File: src/rtl/gen_waddr_pkg.sv
// ---------------------------------------------------------------------------
// gen_waddr_pkg
// Shared asyn_fifo definitions for the write-side and read-side pointer
// generators. This file is the single home of the global `ADDRSIZE and of
// the almost-full threshold default, so both clock domains agree on depth.
//
// Defines (overridable from the command line):
//   `ADDRSIZE           address width, FIFO depth = 2**`ADDRSIZE (>= 2)
//   `AFULL_THR_DEFAULT  default almost-full threshold in entries
// Package contents:
//   ADDR_W, PTR_W, DEPTH, AFULL_THR_DEF, ptr_t, bin2gray()
// ---------------------------------------------------------------------------
`ifndef ADDRSIZE
`define ADDRSIZE 4
`endif

`ifndef AFULL_THR_DEFAULT
`define AFULL_THR_DEFAULT 12
`endif

package gen_waddr_pkg;

  localparam int ADDR_W        = `ADDRSIZE;
  localparam int PTR_W         = ADDR_W + 1;
  localparam int DEPTH         = 1 << ADDR_W;
  localparam int AFULL_THR_DEF = `AFULL_THR_DEFAULT;

  // Pointers carry one extra MSB so full and empty remain distinguishable.
  typedef logic [PTR_W-1:0] ptr_t;

  function automatic ptr_t bin2gray(input ptr_t b);
    return b ^ (b >> 1);
  endfunction

endpackage

File: src/rtl/gen_waddr_gray2bin.sv
// ---------------------------------------------------------------------------
// gray2bin
// Combinational Gray-to-binary decoder (XOR prefix from the MSB down).
// Only needed for the fill-level path, so the module exists only when
// ASYN_FIFO_WAFULL_EN is defined; otherwise no decoder is built at all.
//
// Parameters:
//   W       code width
// Ports:
//   gray_i  input  [W-1:0]  Gray-coded value
//   bin_o   output [W-1:0]  binary equivalent
// ---------------------------------------------------------------------------
`ifdef ASYN_FIFO_WAFULL_EN
module gray2bin #(
  parameter int W = 5
) (
  input  logic [W-1:0] gray_i,
  output logic [W-1:0] bin_o
);

  logic acc;

  always_comb begin
    bin_o = '0;
    acc   = 1'b0;
    // Each binary bit is the XOR of all Gray bits at or above it.
    for (int i = W - 1; i >= 0; i--) begin
      acc      = acc ^ gray_i[i];
      bin_o[i] = acc;
    end
  end

endmodule
`endif

File: src/rtl/gen_waddr.sv
// ---------------------------------------------------------------------------
// gen_waddr
// Write-side pointer/flag generator of an asynchronous FIFO. Keeps a binary
// write pointer, exports it Gray-coded for the read domain, and derives a
// registered full flag from the synchronized read pointer. A write attempt
// while full is dropped and latches a sticky overflow flag.
//
// Optional feature (macro ASYN_FIFO_WAFULL_EN):
//   defined     -> registered fill level and almost-full flag
//   not defined -> wlevel tied to 0, wafull mirrors wfull, no Gray decoder
//
// Parameters:
//   AFULL_THR  almost-full threshold in entries (1 .. 2**`ADDRSIZE)
// Ports:
//   wclk      input   1            write clock, rising edge
//   wrst_n    input   1            asynchronous active-low reset
//   winc      input   1            write request, one entry per cycle
//   wq2_rptr  input   `ADDRSIZE+1  Gray read pointer, synchronized to wclk
//   waddr     output  `ADDRSIZE    binary RAM write address
//   wptr      output  `ADDRSIZE+1  registered Gray write pointer
//   wfull     output  1            registered full flag
//   wafull    output  1            registered almost-full flag
//   wlevel    output  `ADDRSIZE+1  registered fill level
//   wovf      output  1            sticky overflow flag
// ---------------------------------------------------------------------------
module gen_waddr
  import gen_waddr_pkg::*;
#(
  parameter int AFULL_THR = AFULL_THR_DEF
) (
  input  logic                wclk,
  input  logic                wrst_n,
  input  logic                winc,
  input  logic [`ADDRSIZE:0]  wq2_rptr,
  output logic [`ADDRSIZE-1:0] waddr,
  output logic [`ADDRSIZE:0]  wptr,
  output logic                wfull,
  output logic                wafull,
  output logic [`ADDRSIZE:0]  wlevel,
  output logic                wovf
);

  if (AFULL_THR < 1 || AFULL_THR > DEPTH) begin : g_bad_thr
    $error("gen_waddr: AFULL_THR outside 1..2**ADDRSIZE");
  end

  logic wen;
  ptr_t wbin_q, wbin_d;
  ptr_t wptr_q, wptr_d;
  logic wfull_q, wfull_d;
  logic wovf_q, wovf_d;

  assign wen = winc && !wfull_q;

  always_comb begin
    wbin_d  = wbin_q + {{ADDR_W{1'b0}}, wen};
    wptr_d  = bin2gray(wbin_d);
    // Full when the next write pointer is exactly one lap ahead of the read
    // pointer: in Gray code that means the top two bits inverted.
    wfull_d = (wptr_d == {~wq2_rptr[ADDR_W:ADDR_W-1], wq2_rptr[ADDR_W-2:0]});
    wovf_d  = wovf_q || (winc && wfull_q);
  end

  always_ff @(posedge wclk or negedge wrst_n) begin
    if (!wrst_n) begin
      wbin_q  <= '0;
      wptr_q  <= '0;
      wfull_q <= 1'b0;
      wovf_q  <= 1'b0;
    end else begin
      wbin_q  <= wbin_d;
      wptr_q  <= wptr_d;
      wfull_q <= wfull_d;
      wovf_q  <= wovf_d;
    end
  end

  assign waddr = wbin_q[ADDR_W-1:0];
  assign wptr  = wptr_q;
  assign wfull = wfull_q;
  assign wovf  = wovf_q;

`ifdef ASYN_FIFO_WAFULL_EN
  localparam ptr_t AFULL_LVL = ptr_t'(AFULL_THR);

  ptr_t rbin;
  ptr_t wlevel_q, wlevel_d;
  logic wafull_q, wafull_d;

  gray2bin #(
    .W(PTR_W)
  ) u_rptr_g2b (
    .gray_i(wq2_rptr),
    .bin_o (rbin)
  );

  // Level uses the next write pointer so an accepted write and a read
  // pointer advance in the same cycle both show up at this edge.
  assign wlevel_d = wbin_d - rbin;
  assign wafull_d = (wlevel_d >= AFULL_LVL);

  always_ff @(posedge wclk or negedge wrst_n) begin
    if (!wrst_n) begin
      wlevel_q <= '0;
      wafull_q <= 1'b0;
    end else begin
      wlevel_q <= wlevel_d;
      wafull_q <= wafull_d;
    end
  end

  assign wlevel = wlevel_q;
  assign wafull = wafull_q;
`else
  assign wlevel = '0;
  assign wafull = wfull_q;
`endif

endmodule

File: config.mk
export PLATFORM = sky130hd
export DESIGN_NAME = gen_waddr
export DESIGN_NICKNAME = d
export VERILOG_FILES = /design/src/rtl/gen_waddr_pkg.sv /design/src/rtl/gen_waddr_gray2bin.sv /design/src/rtl/gen_waddr.sv
export SDC_FILE = /design/constraint.sdc
export NUM_CORES = 1
export LEC_CHECK = 0
export CAP_MARGIN = 20
export CORE_MARGIN = 1.5
export CORE_UTILIZATION = 30
export DETAILED_ROUTE_END_ITERATION = 6
export GPL_ROUTABILITY_DRIVEN = 1
export PLACE_DENSITY_LB_ADDON = 0.2
export SLEW_MARGIN = 30
export SYNTH_ARGS = -nofsm -noshare
export SYNTH_HDL_FRONTEND = slang
export SYNTH_HIERARCHICAL = 1
export SYNTH_SLANG_ARGS = --single-unit
File: constraint.sdc
create_clock -name wclk -period 1.75 [get_ports wclk]
set_input_delay 0.35 -clock wclk [delete_from_list [all_inputs] [get_ports wclk]]
set_output_delay 0.35 -clock wclk [all_outputs]
set_load 0.1 [all_outputs]
; ---- After elaboration in Yosys (flattened, before gate mapping)
; Index checks and enable logic that the tools add are counted.
[word_totals]
regBits = 12
input_bits = 8
out_inout_bits = 17
word_cells = 12
[op_classes]
n_addsub = 1
n_eq_ne = 1
bitwise_logic = 2
n_reduce_logical = 4
[ops]
columns = op, n
row1 = $add A5 B1 Y5, 1
row2 = $eq A5 B5 Y1, 1
row3 = $xor A5 B4 Y5, 1
row4 = $logic_and A1 B1 Y1, 2
row5 = $not A2 Y2, 1
row6 = $logic_not A1 Y1, 1
row7 = $logic_or A1 B1 Y1, 1

; ---- Longest topological paths before layout
; Gate-level depths: netlist of the first run.
[depth]
word_depth = 5
ltp_mapped = 7
ltp_nobuf = 7

; ---- Least setup slack after synthesis of the first run
; OpenSTA, ideal clock, no wires.
[synth_path]
path_type = register -> register
startpoint = reg wfull_q (netlist: wafull)
endpoint = reg wfull_q (netlist: wafull)
setup_time_ns = 0.101
arrival_ns = 2.298
t_required_ns = 1.649
setup_slack_ns = -0.649
stages_incl_launch_ff = 8
path_buffers = 0
period_less_slack_ns = 2.399
cell_sequence = dfrtp_1 -> nor2b_1 -> ha_1 -> ha_1 -> xor2_1 -> xnor2_1 -> mux2i_1 -> nor4_1
[synth_via]
elab_chain_cells = 5
[synth_rtl]
columns = element, line_no
row1 = "start, declared", gen_waddr.sv:50  ; logic wfull_q, wfull_d;
row2 = "start signal, assigned", gen_waddr.sv:73  ; wfull_q <= wfull_d;
row3 = $logic_not A1 Y1, gen_waddr.sv:53  ; assign wen = winc && !wfull_q;
row4 = $logic_and A1 B1 Y1, gen_waddr.sv:53
row5 = $add A5 B1 Y5, gen_waddr.sv:56  ; wbin_d = wbin_q + {{ADDR_W{1'b0}}, wen};
row6 = via wbin_d[2], gen_waddr.sv:48  ; ptr_t wbin_q, wbin_d;
row7 = $xor A5 B4 Y5, gen_waddr_pkg.sv:32  ; return b ^ (b >> 1);
row8 = $eq A5 B5 Y1, gen_waddr.sv:60  ; wfull_d = (wptr_d == {~wq2_rptr[ADDR_W:ADDR_W-1], wq2_rptr[ADDR_W-2:0]});
row9 = via wfull_d, gen_waddr.sv:50
; The timed path passes the listed nets, and every way through them passes these cells.

; ---- Worst setup path after layout of the first run
; Same ends and word-level chain as after synthesis.

==> metrics, run 1 <==
status=finished clean; DP Cell Count=94; crit path time final=1.74 ns; Max Clock Skew=a little over 0.0006 ns; critical path endpoint category=flip-flop; post-synth top area cell=dfrtp_1; R2R Path End=wafull; clk_lat worst skew=0.26 ns; final setup fails=0; width of the die=~46 um; Critical path destination=wafull; post-synth top area share=~50%; # DRC=0; CTS tree=yes; Total Nets Final=between 80 and 90; total I/O pin count=25; Worst Hold Slack=0.422 ns; Max Fclk=0.574 GHz; CP max stage delay=0.49 ns; vias=about 420; Root Buffer=clkbuf_4; syn_area_per_cell=about 12 um^2; Post-Synthesis Cells=46; Max Cap Violations=0; FFs w/ async S/R, synth=between 90% and 100%; largest net degree at the start of global routing=12; total stage count of the critical path=7; Max-slew headroom=between 60% and 70%; vias in the first global route=around 400; RSZ-0062 raised after global routing=true; Row Count=15; final instance area=~1100 um^2; most common cell in the netlist=dfrtp_1; Hold Path Class=primary input to asynchronous set/reset pin; count of cell types in the netlist=19; max-slew violations=0; worst r2r src=wafull; Die Y=approximately 46 um; commonest cells in the synthesized netlist=dfrtp_1 (11), xnor2_1 (7), buf_4 (6), xor2_1 (6), ha_1 (2); Crit path arrival time=around 1.9 ns; CORE AREA=between 1500 and 2000 um^2; CP Launch Type=flip-flop; FF-to-FF path depth=7; 1st-pass router iterations=2; Least-Margin Pin Slew=about 0.50 ns; hold_buf cts=0; Final ANT Viol Nets=0; Max Root-Sink Buffers=2; area delta synth->final=94.0%; Req. time, crit path=1.90 ns; gpl congestion=approximately 0.67; # diodes=0; Via density=4.14; GRT Util Overall=12.0%; Routed wire per std cell=11.0 um; total CTS buffers=3; CTS H-Tree Depth=1; share of layout cells above drive strength 1=a little over half; Final Hold Viols=0; flop-to-flop setup slack=roughly 0.0077 ns; Congestion Overflow GR=0; crit path from=wafull; first-pass GRT wire length=approximately 1.8 mm; die area=2150 um^2; CP dominant cell by count=ha_4; Initial DRC Count=2; Ys Warns=6; Post-Layout Cell Count=between 100 and 150; port buffer count=19; CP Class=flip-flop to flip-flop; Yosys reg bits=11; Max FO, Critical Path=5; Reg clk slew, reported paths=around 0.070 ns; worst path buffer plus inverter count=0; CTS sink count=11; hpwl dp=815 um; initial antenna violation count=0; Tcrit/Tclk final=99.6%; CP cell instances=nor2b_4 > ha_4 > ha_4 > xor2_2 > xnor2_1 > mux2i_1 > nor4_2; CP delay by family, top=flip-flops; EDFF count, synth=0; critical path's slowest cell=dfrtp_4; Routed WL=about 1.1 mm; Netlist Area Pre-Place=around 560 um^2; top cells by area, synth=dfrtp_1 (49%), xnor2_1 (11%), xor2_1 (9.3%); sequential area share after synthesis=around half; dominant synthesized flop cell=dfrtp_1; Initial Util=32.3%; placement-stage cell area=roughly 950 um^2
what timing repair did:
action | in CTS | in global routing
buffers inserted | 3 | 1
setup endpoints to repair | 1 | 1
pin swaps | 4 | 5
resized for setup | 3 | 8
logic make-up after synthesis:
family          Yosys count  synth area share (%)
xor+xnor                 14                  23.1
flops                    11                  48.9
simple gates              7                  7.34
buf+inv                   6                  8.00
compound gates            4                  5.78
fa+ha+maj                 2                  4.44
other cells               1                 0.666
mux                       1                  1.78
through the flow:
| stage | setup WS (ns) | util (%) | TNS, ns |
|---|---|---|---|
| after floorplan | -0.165 | - | -0.165 |
| final | 0.00769 | 62.6 | 0 |
| after CTS | -0.000551 | 58.4 | -0.000551 |
| after detailed placement | -0.422 | 54.7 | -1.07 |
| after global placement | -0.396 | 54.7 | -1.00 |
| after global routing | -0.0662 | 62.6 | -0.0662 |
layout by cell type, fill, tap and decap left out, types with 2 or more instances in the layout:
master and n:
xnor2_4 2, xnor2_1 4, dfrtp_2 3, conb_1 5
clkdlybuf4s50_1 6, ha_4 2, xnor2_2 2, buf_12 12
clkbuf_4 3, xor2_1 5, buf_4 10, dfrtp_1 7
how the worst min path moves through the flow:
| stage | depth (start not counted) | slack [ns] | endpoint | from |
|---|---|---|---|---|
| after detailed placement | 1 | 0.51 | wovf | wovf |
| after CTS | 1 | 0.43 | wptr[3] | wrst_n |
| after floorplan | 0 | 0.05 | wbin_q[0] | wrst_n |
| after global placement | 1 | 0.50 | wovf | wovf |
| final | 1 | 0.42 | wovf | wrst_n |
| after global routing | 1 | 0.46 | wptr[3] | wrst_n |
registers in the layout, summed over array words and instances (netlist names):
signal,count
wovf,1
wafull,1
wptr,4
wbin_q,5
layer usage:
metal | up-vias | share of wire, % | GRT usage [%]
met4 | 0 | 0.80 | 5.14
met1 | 204 | 41 | 14.6
met5 | - | 0 | 0
li1 | 201 | - | -
met2 | 15 | 53 | 19.4
met3 | 2 | 5.1 | 3.53
worst register-to-register path, stage by stage (launching register included):
cell	delay (ns)
dfrtp_4	0.49
nor2b_4	0.13
ha_4	0.16
ha_4	0.21
xor2_2	0.18
xnor2_1	0.15
mux2i_1	0.26
nor4_2	0.05
area by class of cell:
| type | instances | area (um^2) |
|---|---|---|
| timing repair buffer | 29 | 384 |
| clock buffer | 4 | 26.3 |
| fill | 150 | 653 |
| multi-input combinational | 33 | 368 |
| sequential | 11 | 283 |
| tap | 25 | 31.3 |
Power of run 1 is not shown: default switching activity piles up to over one toggle a cycle in this logic, so the estimate is an artifact.
==> inputs of run 2 (changes only) <==
--- a/config.mk
+++ b/config.mk
@@ -7,7 +7,7 @@
 export LEC_CHECK = 0
 export CAP_MARGIN = 20
 export CORE_MARGIN = 1.5
-export CORE_UTILIZATION = 30
+export CORE_UTILIZATION = 35
 export DETAILED_ROUTE_END_ITERATION = 6
 export GPL_ROUTABILITY_DRIVEN = 1
 export PLACE_DENSITY_LB_ADDON = 0.2
==> run 2 against run 1 <==
Net effect: the run now ends with setup timing left; largest cell class unchanged; clock-buffer cell count stayed put; sequential share of layout area is 1.7 points higher; highest routed layer unchanged; clock skew is 0.0023 ns higher; critical path depth stayed put; setup slack worse by 0.014 ns; global-route usage is 2.7 points higher; cell count is 7.8% lower; via count is 0.24% higher; die area is 13% lower; sequential cell count stayed put; non-clock buffer count is 1 higher; worst hold slack worse by 0.0023 ns.
==> metrics, run 2 (synthesis results as in run 1) <==
die area=between 1500 and 2000 um^2; Reg area=roughly 280 um^2; CTS H-Tree Depth=1; CTS sink count=11; Total Nets Final=slightly below 90; hpwl dp=around 850 um; final setup fails=1; CP Class=flip-flop to flip-flop; Reg clk slew, reported paths=~0.07 ns; Least-Margin Pin Slew=roughly 0.50 ns; crit path time final=~1.8 ns; clk_lat worst skew=between 0.2 and 0.3 ns; Setup TNS=-0.00672 ns; share of layout cells above drive strength 1=about half; failing checks=setup timing; area delta synth->final=81.8%; most frequent cells in the layout=buf_12 (12), buf_4 (11), xnor2_1 (7), dfrtp_1 (7), clkdlybuf4s50_1 (6); Max-slew headroom=66.3%; Max FO, Critical Path=5; Initial DRC Count=0; Max Fclk=around 0.57 GHz; max-slew violations=0; max FFs per register=5; Via density=4.50; largest reg by FF count=wbin_q; Hold Path Class=primary input to asynchronous set/reset pin; Final ANT Viol Nets=0; Max Root-Sink Buffers=2; Worst Setup Slack, final=-0.00672 ns; Req. time, crit path=1.91 ns; Root Buffer=clkbuf_4; width of the die=43.1 um; Congestion Overflow GR=0; Die Y=approximately 43 um; most common cell after layout, fill and taps aside=buf_12; Max Clock Skew=roughly 0.003 ns; CORE AREA=between 1500 and 2000 um^2; vias=~420; Routed wire per std cell=11.6 um; hold_buf cts=0; first-pass GRT wire length=approximately 2.0 mm; # diodes=0; total CTS buffers=3; gpl congestion=0.745; placement-stage cell area=roughly 950 um^2; largest net degree at the start of global routing=12; GRT Util Overall=between 10 and 15%; final instance area=1020 um^2; Max Cap Violations=0; critical path endpoint category=flip-flop; total I/O pin count=25; vias in the first global route=between 400 and 500; status=finished, violations left; Routed WL=~1.1 mm; port buffer count=19; # DRC=0; CP Launch Type=flip-flop; Worst Hold Slack=roughly 0.42 ns; RSZ-0062 raised after global routing=true; Multi-input gate area=about 300 um^2; fill cell count=~110; Final Hold Viols=0; initial antenna violation count=0; CTS tree=yes; Row Count=14; 1st-pass router iterations=1; Initial Util=a little under two fifths; Crit path arrival time=1.92 ns; Tcrit/Tclk final=100%
-- run 2: final timing paths --
path	from	to	slack, ns	cells past startpoint
max in group asynchronous	wrst_n	wafull	0.95	1
min in group wclk	winc	wovf	0.45	2
worst max-delay path	wafull	wafull	-0.007	7
worst min register to register	wovf	wovf	0.53	1
worst min-delay path	wrst_n	wbin_q[3]	0.42	1
worst max register to register	wafull	wafull	-0.007	7
-- run 2: through the flow --
stage,utilization (%),setup WS [ns],instances
2_1_floorplan,-,-0.165,50
3_3_place_gp,63.1,-0.367,86
3_5_place_dp,63.1,-0.474,86
4_1_cts,67.9,0.0100,94
5_1_grt,67.9,-0.121,94
6_report,67.9,-0.00672,94
-- run 2: critical path, stage by stage, from the launching register on --
cell and delay [ns]:
dfrtp_4 0.50, nor2b_4 0.14, ha_4 0.17, ha_4 0.17, xor2_2 0.17, xnor2_1 0.16, mux2i_1 0.10, nor4_1 0.25
-- run 2: routing by layer --
layer  vias up  global-route usage [%]  part of all wire, %  routed length (um)
met4         0                    7.27                  1.1                  12
li1        205                       -                    -                   -
met1       203                    17.5                   39                 430
met2        13                    24.8                   53                 581
met5         -                       0                    0                   0
met3         2                    2.98                  6.0                  66
-- run 2: area by class of cell --
type / count / area share [%]
multi-input combinational: 33 / 29.6
tap: 16 / 1.96
clock buffer: 4 / 2.57
timing repair buffer: 30 / 38.3
sequential: 11 / 27.6
-- run 2: what timing repair did --
item | 4_1_cts | 5_1_grt
pin swaps | 4 | 0
setup endpoints to repair | 1 | 2
buffers inserted | 4 | 0
resized for setup | 3 | 0
Power of run 2 is left out for the same reason.
==> inputs of run 3 (changes only) <==
--- a/config.mk
+++ b/config.mk
@@ -8,8 +8,10 @@
 export CAP_MARGIN = 20
 export CORE_MARGIN = 1.5
 export CORE_UTILIZATION = 35
+export CTS_CLUSTER_SIZE = 8
 export DETAILED_ROUTE_END_ITERATION = 6
 export GPL_ROUTABILITY_DRIVEN = 1
+export HOLD_SLACK_MARGIN = 0.12
 export PLACE_DENSITY_LB_ADDON = 0.2
 export SLEW_MARGIN = 30
 export SYNTH_ARGS = -nofsm -noshare
==> results of run 3 <==
Same layout as run 2: the final DEF is identical, and so are final timing and power.
Power of run 3 is left out for the same reason.
==> RTL edit, RTL diff (settings of run 1) <==
The macro `ADDRSIZE` goes from 4 to 8.
--- a/src/rtl/gen_waddr_pkg.sv
+++ b/src/rtl/gen_waddr_pkg.sv
@@ -13,3 +13,3 @@
 `ifndef ADDRSIZE
-`define ADDRSIZE 4
+`define ADDRSIZE 8
 `endif
Interface: changed (resized waddr, wlevel, wptr and wq2_rptr); port bits go from 25 to 41. The function was not compared with the original's and may differ.
==> RTL edit against run 1 <==
  * The flow now finishes with violations (setup timing)
  * Count of clock-buffer cells in the layout unchanged
  * Critical path type unchanged
  * Final area is 87% higher
  * Routed wire length is 120% higher
  * Sequential share of layout area decreased by 1.6 points
  * Area after synthesis rose by 110%
  * Setup slack got worse by 0.48 ns
  * Sequential cell count up 8
  * Die area is 100% higher
  * Cell count increased by 110%
Power is left out: the tool's default activity adds up to more than one toggle a clock period on the data nets, which glitch-free logic cannot reach.
==> RTL edit: results (changes against run 1) <==
status complete, but fails checks; violated checks setup timing; seq_cells 19 (+8); comb_multi_in 76 (+130%); Setup Skew 0.003092 ns (+0.002480 ns); Area after DPL 1927 sq um (+100%); Seq/total area 24.28% (-1.6 points); setup repair bufs after CTS 0 (-3); Max stage delay on crit path 0.51 ns (+0.02 ns); I/O Buffers 31 (+12); GPL Wtd Cong 0.8114 (+21%); Total GRT Usage 13.41% (+1.4 points); final WL 2512 microns (+120%); most frequent cells after synthesis dfrtp_1 (19), xnor2_1 (13), buf_4 (11); synth unique cells 34 (+15); met3 Usage GRT 1.884% (-1.6 points); synth top area cells dfrtp_1 (40%), xnor2_1 (9.7%), xor2_1 (7.4%); max reg flops 9 (+4); final-report setup violation count 4 (+4); post_cts resized 10 (+7); GR met1 Demand/Resource 17.35% (+2.8 points); Final Worst Setup Slack -0.4694 ns (-0.4771 ns); GR Util met2 22.35% (+2.9 points); Seq/Total Area, Yosys 40.34% (-8.5 points); syn avg cell area 11.12 sq um (-9.2%)
-- RTL edit: metal layers --
layer	up-vias	wire [microns]
met1	434	1102
li1	450	-
met5	-	0
met3	2	131
met2	26	1250
met4	0	27
-- RTL edit: path summary, 6_finish.rpt --
check | endpoint | slack (ns) | cells after the start
worst max-delay path | wafull$_DFF_PN0_ | -0.47 | 9
worst min-delay path | wptr[1]$_DFF_PN0_ | 0.43 | 2
worst max register to register | wafull$_DFF_PN0_ | -0.47 | 9
worst min register to register | wovf$_DFF_PN0_ | 0.54 | 1
max in group asynchronous | wafull$_DFF_PN0_ | 1.09 | 2
min in group wclk | wovf$_DFF_PN0_ | 0.45 | 2
-- RTL edit: logic make-up after synthesis --
group	Yosys count	share of synthesized area, %
flip-flops	19	40.34
XOR/XNOR	26	23.35
AND/OR/NAND/NOR	25	12.10
AO/OA/AOI/OAI	13	9.660
other	1	0.3182
adder cells (fa/ha/maj)	3	3.185
buffers and inverters	19	11.04
